## src/rtl/grid_pkg.sv

```systemverilog
// Shared grid geometry, 640x480@60 VGA timing constants and colour codes
// for the grid renderer and its timing generator.
package grid_pkg;

  localparam int GRID_NX   = 32;
  localparam int GRID_NY   = 24;
  localparam int GRID_CELL = 20;
  localparam int GRID_DIV  = 4;

  localparam int H_VIS   = 640;
  localparam int H_FP    = 16;
  localparam int H_SYNC  = 96;
  localparam int H_BP    = 48;
  localparam int H_TOTAL = H_VIS + H_FP + H_SYNC + H_BP;

  localparam int V_VIS   = 480;
  localparam int V_FP    = 10;
  localparam int V_SYNC  = 2;
  localparam int V_BP    = 33;
  localparam int V_TOTAL = V_VIS + V_FP + V_SYNC + V_BP;

  localparam logic [11:0] RGB_BLACK = 12'h000;
  localparam logic [11:0] RGB_WHITE = 12'hFFF;
  localparam logic [11:0] RGB_RED   = 12'hF00;

endpackage

```

## src/rtl/grid_vga_renderer_vga_timing.sv

```systemverilog
// Pixel-enable divider, h/v raster counters, registered sync outputs and a
// one-clock frame tick on the final pixel of each frame.
module vga_timing
  import grid_pkg::*;
#(
  parameter int DIV = GRID_DIV
) (
  input  logic       i_clk,
  input  logic       i_rst_n,
  output logic       o_pix_en,
  output logic [9:0] o_h,
  output logic [9:0] o_v,
  output logic       o_line_end,
  output logic       o_frame_end,
  output logic       o_hsync,
  output logic       o_vsync,
  output logic       o_frame_tick
);

  localparam int            DW       = (DIV > 1) ? $clog2(DIV) : 1;
  localparam logic [DW-1:0] DIV_LAST = DW'(DIV - 1);

  logic [DW-1:0] r_div;
  logic [9:0]    r_h;
  logic [9:0]    r_v;
  logic          r_hsync;
  logic          r_vsync;
  logic          r_frame_tick;

  logic w_pix_en;
  logic w_line_end;
  logic w_frame_end;
  logic w_hs_n;
  logic w_vs_n;

  assign w_pix_en    = (r_div == DIV_LAST);
  assign w_line_end  = w_pix_en && (r_h == 10'(H_TOTAL - 1));
  assign w_frame_end = w_line_end && (r_v == 10'(V_TOTAL - 1));
  assign w_hs_n = !((r_h >= 10'(H_VIS + H_FP)) && (r_h < 10'(H_VIS + H_FP + H_SYNC)));
  assign w_vs_n = !((r_v >= 10'(V_VIS + V_FP)) && (r_v < 10'(V_VIS + V_FP + V_SYNC)));

  always_ff @(posedge i_clk or negedge i_rst_n) begin
    if (!i_rst_n) begin
      r_div        <= '0;
      r_h          <= '0;
      r_v          <= '0;
      r_hsync      <= 1'b1;
      r_vsync      <= 1'b1;
      r_frame_tick <= 1'b0;
    end else begin
      r_frame_tick <= w_frame_end;
      if (w_pix_en) begin
        r_div   <= '0;
        // Syncs decode the pixel being left, so they line up with the registered colour.
        r_hsync <= w_hs_n;
        r_vsync <= w_vs_n;
        if (w_line_end) begin
          r_h <= '0;
          r_v <= w_frame_end ? 10'd0 : r_v + 10'd1;
        end else begin
          r_h <= r_h + 10'd1;
        end
      end else begin
        r_div <= r_div + 1'b1;
      end
    end
  end

  assign o_pix_en     = w_pix_en;
  assign o_h          = r_h;
  assign o_v          = r_v;
  assign o_line_end   = w_line_end;
  assign o_frame_end  = w_frame_end;
  assign o_hsync      = r_hsync;
  assign o_vsync      = r_vsync;
  assign o_frame_tick = r_frame_tick;

endmodule

```

## src/rtl/grid_vga_renderer.sv

```systemverilog
// Renders an NX x NY cell grid onto 640x480 VGA: lit cells white, a red
// border on the cursor cell, black elsewhere and during blanking.
module grid_vga_renderer
  import grid_pkg::*;
#(
  parameter int NX   = GRID_NX,
  parameter int NY   = GRID_NY,
  parameter int CELL = GRID_CELL,
  parameter int DIV  = GRID_DIV
) (
  input  logic               clock,
  input  logic               reset_n,
  input  logic [NX*NY-1:0]   pixel_values_1d,
  input  logic [4:0]         cursor_x,
  input  logic [4:0]         cursor_y,
  output logic               hsync,
  output logic               vsync,
  output logic [11:0]        rgb,
  output logic               frame_tick
);

  localparam int            SW       = $clog2(CELL);
  localparam int            XW       = $clog2(H_TOTAL / CELL + 1);
  localparam int            YW       = $clog2(V_TOTAL / CELL + 1);
  localparam int            IW       = $clog2(NX * NY);
  localparam logic [SW-1:0] SUB_LAST = SW'(CELL - 1);

  logic          w_pix_en;
  logic [9:0]    w_h;
  logic [9:0]    w_v;
  logic          w_line_end;
  logic          w_frame_end;
  logic          w_visible;
  logic          w_on_cursor;
  logic          w_on_border;
  logic [IW-1:0] w_idx;
  logic [11:0]   w_rgb;

  logic [SW-1:0] r_sub_x;
  logic [SW-1:0] r_sub_y;
  logic [XW-1:0] r_cell_x;
  logic [YW-1:0] r_cell_y;
  logic [11:0]   r_rgb;

  vga_timing #(.DIV(DIV)) u_timing (
    .i_clk        (clock),
    .i_rst_n      (reset_n),
    .o_pix_en     (w_pix_en),
    .o_h          (w_h),
    .o_v          (w_v),
    .o_line_end   (w_line_end),
    .o_frame_end  (w_frame_end),
    .o_hsync      (hsync),
    .o_vsync      (vsync),
    .o_frame_tick (frame_tick)
  );

  // Cell/sub-cell counters track h/v directly so no divider is needed.
  always_ff @(posedge clock or negedge reset_n) begin
    if (!reset_n) begin
      r_sub_x  <= '0;
      r_cell_x <= '0;
      r_sub_y  <= '0;
      r_cell_y <= '0;
    end else if (w_pix_en) begin
      if (w_line_end) begin
        r_sub_x  <= '0;
        r_cell_x <= '0;
        if (w_frame_end) begin
          r_sub_y  <= '0;
          r_cell_y <= '0;
        end else if (r_sub_y == SUB_LAST) begin
          r_sub_y  <= '0;
          r_cell_y <= r_cell_y + 1'b1;
        end else begin
          r_sub_y  <= r_sub_y + 1'b1;
        end
      end else if (r_sub_x == SUB_LAST) begin
        r_sub_x  <= '0;
        r_cell_x <= r_cell_x + 1'b1;
      end else begin
        r_sub_x  <= r_sub_x + 1'b1;
      end
    end
  end

  assign w_visible   = (w_h < 10'(H_VIS)) && (w_v < 10'(V_VIS));
  assign w_on_cursor = (int'(r_cell_x) == int'(cursor_x)) && (int'(r_cell_y) == int'(cursor_y));
  assign w_on_border = (r_sub_x == '0) || (r_sub_x == SUB_LAST) ||
                       (r_sub_y == '0) || (r_sub_y == SUB_LAST);
  assign w_idx       = IW'(int'(r_cell_x) * NY + int'(r_cell_y));

  always_comb begin
    w_rgb = RGB_BLACK;
    if (w_visible) begin
      if (w_on_cursor && w_on_border) begin
        w_rgb = RGB_RED;
      end else if (pixel_values_1d[w_idx]) begin
        w_rgb = RGB_WHITE;
      end
    end
  end

  always_ff @(posedge clock or negedge reset_n) begin
    if (!reset_n) begin
      r_rgb <= RGB_BLACK;
    end else if (w_pix_en) begin
      r_rgb <= w_rgb;
    end
  end

  assign rgb = r_rgb;

endmodule

```

## config.mk

```make
export PLATFORM = sky130hd
export DESIGN_NAME = grid_vga_renderer
export DESIGN_NICKNAME = d
export VERILOG_FILES = /design/src/rtl/grid_pkg.sv /design/src/rtl/grid_vga_renderer_vga_timing.sv /design/src/rtl/grid_vga_renderer.sv
export SDC_FILE = /design/constraint.sdc
export NUM_CORES = 1
export LEC_CHECK = 0
export BUFFER_PORTS_ARGS = -buffer_cell sky130_fd_sc_hd__clkbuf_2
export CORE_AREA = 2 2 307 309
export DETAILED_ROUTE_END_ITERATION = 8
export DIE_AREA = 0 0 309 311
export GPL_ROUTABILITY_DRIVEN = 0
export PLACE_DENSITY_LB_ADDON = 0.15
export SYNTH_ARGS = -nofsm -noshare
export SYNTH_HDL_FRONTEND = slang
export SYNTH_SLANG_ARGS = --single-unit
```

## constraint.sdc

```tcl
create_clock -name clock -period 3.55 [get_ports clock]
set_clock_uncertainty 0.2 [all_clocks]
set_input_delay 0.71 -clock clock [delete_from_list [all_inputs] [get_ports clock]]
set_output_delay 0.71 -clock clock [all_outputs]
set_load 0.02 [all_outputs]
```

== Yosys cells after proc, flatten, opt, wreduce, memory -nomap -nowiden ==
Cells that the tools add are included.
Widths: inputs -> output; s select.

* Reductions and logical operators: 19
* Mux-type cells: 16
* $mul: 1
* $lt $le $gt $ge: 7
* Eq/ne operators: 7
* Add/subtract/negate cells: 8

{| class="wikitable"
|+ Operator list
! operator !! number
|-
| $mux 12 || 3
|-
| $mux 5 || 6
|-
| $add 10x1->10 const B || 2
|-
| $eq 10x10->1 const B || 2
|-
| $lt 10x10->1 const B || 2
|-
| $lt 10x9->1 const B || 2
|-
| $mux 10 || 2
|-
| $add 5x1->5 const B || 3
|-
| $mux 6 || 2
|-
| $lt 10x11->1 const B || 1
|-
| $add 10x5->10 || 1
|-
| $bmux 1 s10 || 1
|-
| $eq 5x5->1 const B || 2
|-
| $ge 10x10->1 const B || 1
|-
| $ge 10x9->1 const B || 1
|-
| $logic_not 5->1 || 2
|-
| $logic_and 1x1->1 || 7
|-
| $mul 6x2->7 const B || 1
|-
| $add 6x1->6 const B || 1
|-
| $eq 6x6->1 || 1
|-
| $eq 5x5->1 || 1
|-
| $reduce_and 2->1 || 2
|-
| $reduce_bool 2->1 || 2
|-
| $logic_or 1x1->1 || 3
|-
| 6 further kinds || 7
|}

* Flip-flop bits (word level): 58
* Bits of input ports: 780
* Logic and storage cells: 69
* Output and inout port bits: 15

== Logic depth before layout (Yosys ltp) ==
* Word-level depth: 7
* Depth in mapped cells: 14
* Gate-level depth less buffers: 11

== By module ==
A second synthesis with hierarchy kept.

* Cell total of the unflattened synthesis: 908
* Area, all modules: 9,750.6 µm²

{| class="wikitable"
|+ Modules (own cells, without submodules)
! module !! times used !! sequential area each (µm²) !! cells an instance !! area an instance (µm²)
|-
| grid_vga_renderer || 1 || 575.6 || 787 || 8,523.2
|-
| vga_timing || 1 || 628.1 || 121 || 1,227.4
|}

== Least setup slack after synthesis ==
Ideal clock, no wire load.

* Path type: reg-to-reg
* Start point: register r_cell_x[0]
* End point: register r_rgb[10], in the netlist rgb[10]
* Arrival time: 3,196 ps
* Path buffers: 3
* Clock period less this slack: 3,531 ps
* Library setup time: 135 ps
* Setup slack: 19 ps
* Stages on the path, launching flop included: 13
* Required time: 3,215 ps
* Cells stage by stage: dfrtp_1 > ha_1 > fa_1 > buf_2 > clkbuf_1 > clkbuf_1 > nand4_1 > o2111ai_2 > nor2_2 > nor4b_1 > nor2_1 > a22oi_2 > o221ai_2

* Longest elaborated chain between the ends: 7
* Elaborated cells between the ends (all ways): 10
* Those cells by class: 1 x add/sub; 1 x mul; 1 x eq/ne; 5 x mux; 2 x reduce/logical

{| class="wikitable"
|+ Ends and longest elaborated chain
! what !! line !! text
|-
| start: declaration || grid_vga_renderer.sv:41 || <nowiki>logic [XW-1:0] r_cell_x;</nowiki>
|-
| start signal: assignment || grid_vga_renderer.sv:80 || <nowiki>r_cell_x <= r_cell_x + 1'b1;</nowiki>
|-
| $mul 6x2->7 || grid_vga_renderer.sv:91 || <nowiki>assign w_idx = IW'(int'(r_cell_x) * NY + int'(r_cell_y));</nowiki>
|-
| $add 10x5->10 || grid_vga_renderer.sv:91 ||
|-
| $bmux 1 s10 || grid_vga_renderer.sv:98 || <nowiki>end else if (pixel_values_1d[w_idx]) begin</nowiki>
|-
| $mux 1 (not written as such) || grid_vga_renderer.sv:98 ||
|-
| $mux 12 || grid_vga_renderer.sv:98 ||
|-
| $mux 12 (*) || grid_vga_renderer.sv:96 || <nowiki>if (w_on_cursor && w_on_border) begin</nowiki>
|-
| $mux 12 (*) || grid_vga_renderer.sv:95 || <nowiki>if (w_visible) begin</nowiki>
|-
| end signal: assignment || grid_vga_renderer.sv:108 || <nowiki>r_rgb <= w_rgb;</nowiki>
|-
| end: declaration || grid_vga_renderer.sv:43 || <nowiki>logic [11:0] r_rgb;</nowiki>
|}

Every way passes the cells marked *; elsewhere a longest branch is shown, timed or not. The select of a mux whose other input is x is not followed.
A chain may end at the register's enable or synchronous reset.

== Final worst setup path ==
Ends and elaborated chain as after synthesis.

==> results.md <==
* Post-synth ARST share at 100%
* Final Hold Slack at 0.186 ns
* Post-Syn Instances at 842
* Failing checks: negative setup slack
* Area grow syn2layout at 73.3%
* Most common flop cell mapped by yosys: dfrtp_1
* Core ar. at just over 90000 µm²
* Row cnt at about 110
* Final setup TNS at -0.852 ns
* Sequential share of the synthesized area at around an eighth
* Clock transition at path regs at approximately 0.070 ns
* Via count at roughly 12000
* Initial Utilization at around 10%
* Initial antenna violation count at 49
* Measured slew at the worst slew-check pin at roughly 0.91 ns
* Peak Freq at roughly 0.25 GHz
* Synth unique cells at 67
* CTS Buffer Depth at 2
* Fillers at 10500
* Fin worst setup slack at -0.444 ns
* VDD IR max at about 140 µV
* Die height at between 300 and 400 µm
* Fin util at 17.4%
* Startpoint types: flop
* Worst rel slew slack at ~39%
* First-pass GRT wire length at between 100 and 150 mm
* Max-cap violation count at 0
* Residual DRC at 0
* DP Cell Count at 2952
* Outcome: complete, but fails checks
* Finish-stage setup viols at 2
* Pre-CTS setup slack at -1.29 ns
* Vias in the first global route at between 10000 and 15000
* DP HPWL at 74.9 mm
* Design area at between 15000 and 20000 µm²
* Arrival @ worst endpoint at 3.96 ns
* Leakage at between 7 and 8 nW
* CTS Root Cell: clkbuf_16
* Mapped cell area at slightly above 9000 µm²
* Slew Viols, Final at 0
* Pre-Repair DR Iteration Count at 5
* Pin count of the biggest net entering global routing at 40
* Register area at around 1200 µm²
* Final min period at roughly 4 ns
* Wire per inst at between 20 and 30 µm
* Number of nets still failing antenna checks after routing at 0
* Worst Hold Class: input port to async pin
* RSZ-0062 raised after global routing: true
* Syn Nets at 1641
* PwrDens at ~120 nW/µm²
* Hold-fix buffers, CTS at 0
* Fin cells at approximately 3000
* Grt total ovfl at 0
* IO Port Bufs at between 700 and 800
* Footprint of the multi-input gates at 7650 µm²
* Worst Setup End Kind: flop
* Pwr Total at ~1.9 mW
* Final #Nets at roughly 2500
* Die ar. at between 90000 and 100000 µm²
* Placed inst area at around 16000 µm²
* TritonCTS Sinks at between 40 and 50
* Final period util at 113%
* Top Ports at 795
* Crit path kind: flop to flop
* Critical path peak fanout at 5
* CTS HTree Levels at 2
* Final WL at between 80 and 90 mm
* Ys Warns at 0
* CTS tree: done
* Initial DRC Count at 879
* Fraction of layout cells with a size suffix above 1 at around 70%
* Required @ worst endpoint at 3.51 ns
* Syn_area_per_cell at approximately 11 µm²
* Via density at ~4
* Post-synthesis register bit count at 48
* Die Width at 309 µm
* Post-synth EDFFs at 0
* Worst-Skew Late Latency at ~0.3 ns
* Gr usage total at between 10% and 20%
* Clock buffer count from CTS at 5
* Final Hold Fails at 0
[cell usage in the layout (no fill, tap or decap), drive strengths merged, types with 13 or more instances in the layout]
cell / Yosys / routed
dfrtp: 46 / 46
a22oi: 28 / 28
nand3: 21 / 21
xnor2: 24 / 24
xor2: 13 / 13
mux4: 191 / 191
diode: 0 / 13
mux2i: 25 / 25
nand4: 19 / 19
clkbuf: 26 / 802
nand2: 92 / 92
inv: 21 / 21
o21ai: 36 / 36
buf: 64 / 159
nor3: 20 / 20
ha: 17 / 17
nor2: 38 / 38
a21oi: 26 / 26
[critical path: stages (launching register included)]
cell      delay [ns]
dfrtp_1         0.43
buf_6           0.14
ha_4            0.16
fa_4            0.90
buf_8           0.13
mux4_2          0.27
and2_4          0.18
a211oi_4        0.43
nor4_4          0.13
o21bai_1        0.16
o221a_2         0.24
nor2_2          0.04
a22oi_2         0.29
o221ai_2        0.14
[path summary, 6_finish.rpt]
| kind | startpoint | endpoint | slack [ns] | cells after the start |
|---|---|---|---|---|
| max | r_cell_x[0] | rgb[10] | -0.44 | 13 |
| min | reset_n | u_timing.o_h[9] | 0.19 | 1 |
| max reg2reg | r_cell_x[0] | rgb[10] | -0.44 | 13 |
| min reg2reg | u_timing.r_div[0] | u_timing.r_div[0] | 0.23 | 1 |
| max in group asynchronous | reset_n | r_sub_x[0] | 2.38 | 2 |
| min in group clock | u_timing.r_div[0] | u_timing.r_div[0] | 0.23 | 1 |
[repair_timing]
action / CTS / global route
setup endpoints to repair: 2 / 2
pin swaps: 4 / 10
setup buffers: 6 / 2
gates resized for setup: 16 / 25
[area by class of cell]
| class | count | share of cell area [%] |
|---|---|---|
| diodes | 13 | 0.201 |
| well taps | 1254 | 9.71 |
| flip-flops and latches | 48 | 7.52 |
| repair buffers | 953 | 33.8 |
| clock buffers | 8 | 0.906 |
| multi-input cells | 683 | 47.4 |
| inverters | 21 | 0.519 |
[logic make-up (layout without fill, tap and decap cells)]
| logic type | after synthesis | after routing | share of synthesized area (%) |
|---|---|---|---|
| AO/OA/AOI/OAI | 157 | 157 | 11.4 |
| XOR/XNOR | 37 | 37 | 3.47 |
| adder cells (fa/ha/maj) | 19 | 19 | 2.71 |
| buffers and inverters | 111 | 982 | 6.95 |
| flip-flops | 48 | 48 | 12.9 |
| multiplexers | 220 | 220 | 49.4 |
| other | 0 | 13 | 0 |
| AND/OR/NAND/NOR | 250 | 250 | 13.1 |
[metal layers]
layer	up-vias	track usage (%)	wire length (µm)
met2	540	27.7	40300
li1	5213	-	-
met4	34	4.52	1830
met3	98	4.71	6260
met1	6078	20.8	33900
met5	-	0.859	217
[registers in the layout, indices dropped and copies added, names as in the netlist]
register               count
u_timing.o_vsync           1
r_cell_x                   6
r_cell_y                   5
u_timing.r_div             2
u_timing.o_v              10
r_sub_y                    5
u_timing.o_h              10
u_timing.o_hsync           1
rgb                        2
u_timing.o_frame_tick      1
r_sub_x                    5
[power breakdown]
part	switching [mW]	total, mW	internal, mW
logic	0.344	0.842	0.498
clock network	0.223	0.505	0.282
registers	0.00319	0.551	0.548
[synth_stat cells, types with 20 or more instances]
master | instances | area, µm²
a21oi_1 | 26 | 130
a22oi_1 | 27 | 203
buf_2 | 26 | 130
buf_4 | 23 | 173
clkbuf_1 | 26 | 97.6
dfrtp_1 | 46 | 1150
inv_1 | 20 | 75.1
mux2i_1 | 25 | 250
mux4_2 | 188 | 4230
nand2_1 | 92 | 345
nand3_1 | 21 | 105
nor2_1 | 37 | 139
nor3_1 | 20 | 100
o21ai_0 | 35 | 175
xnor2_1 | 24 | 210
No activity file was read; power rests on OpenSTA's default activity.
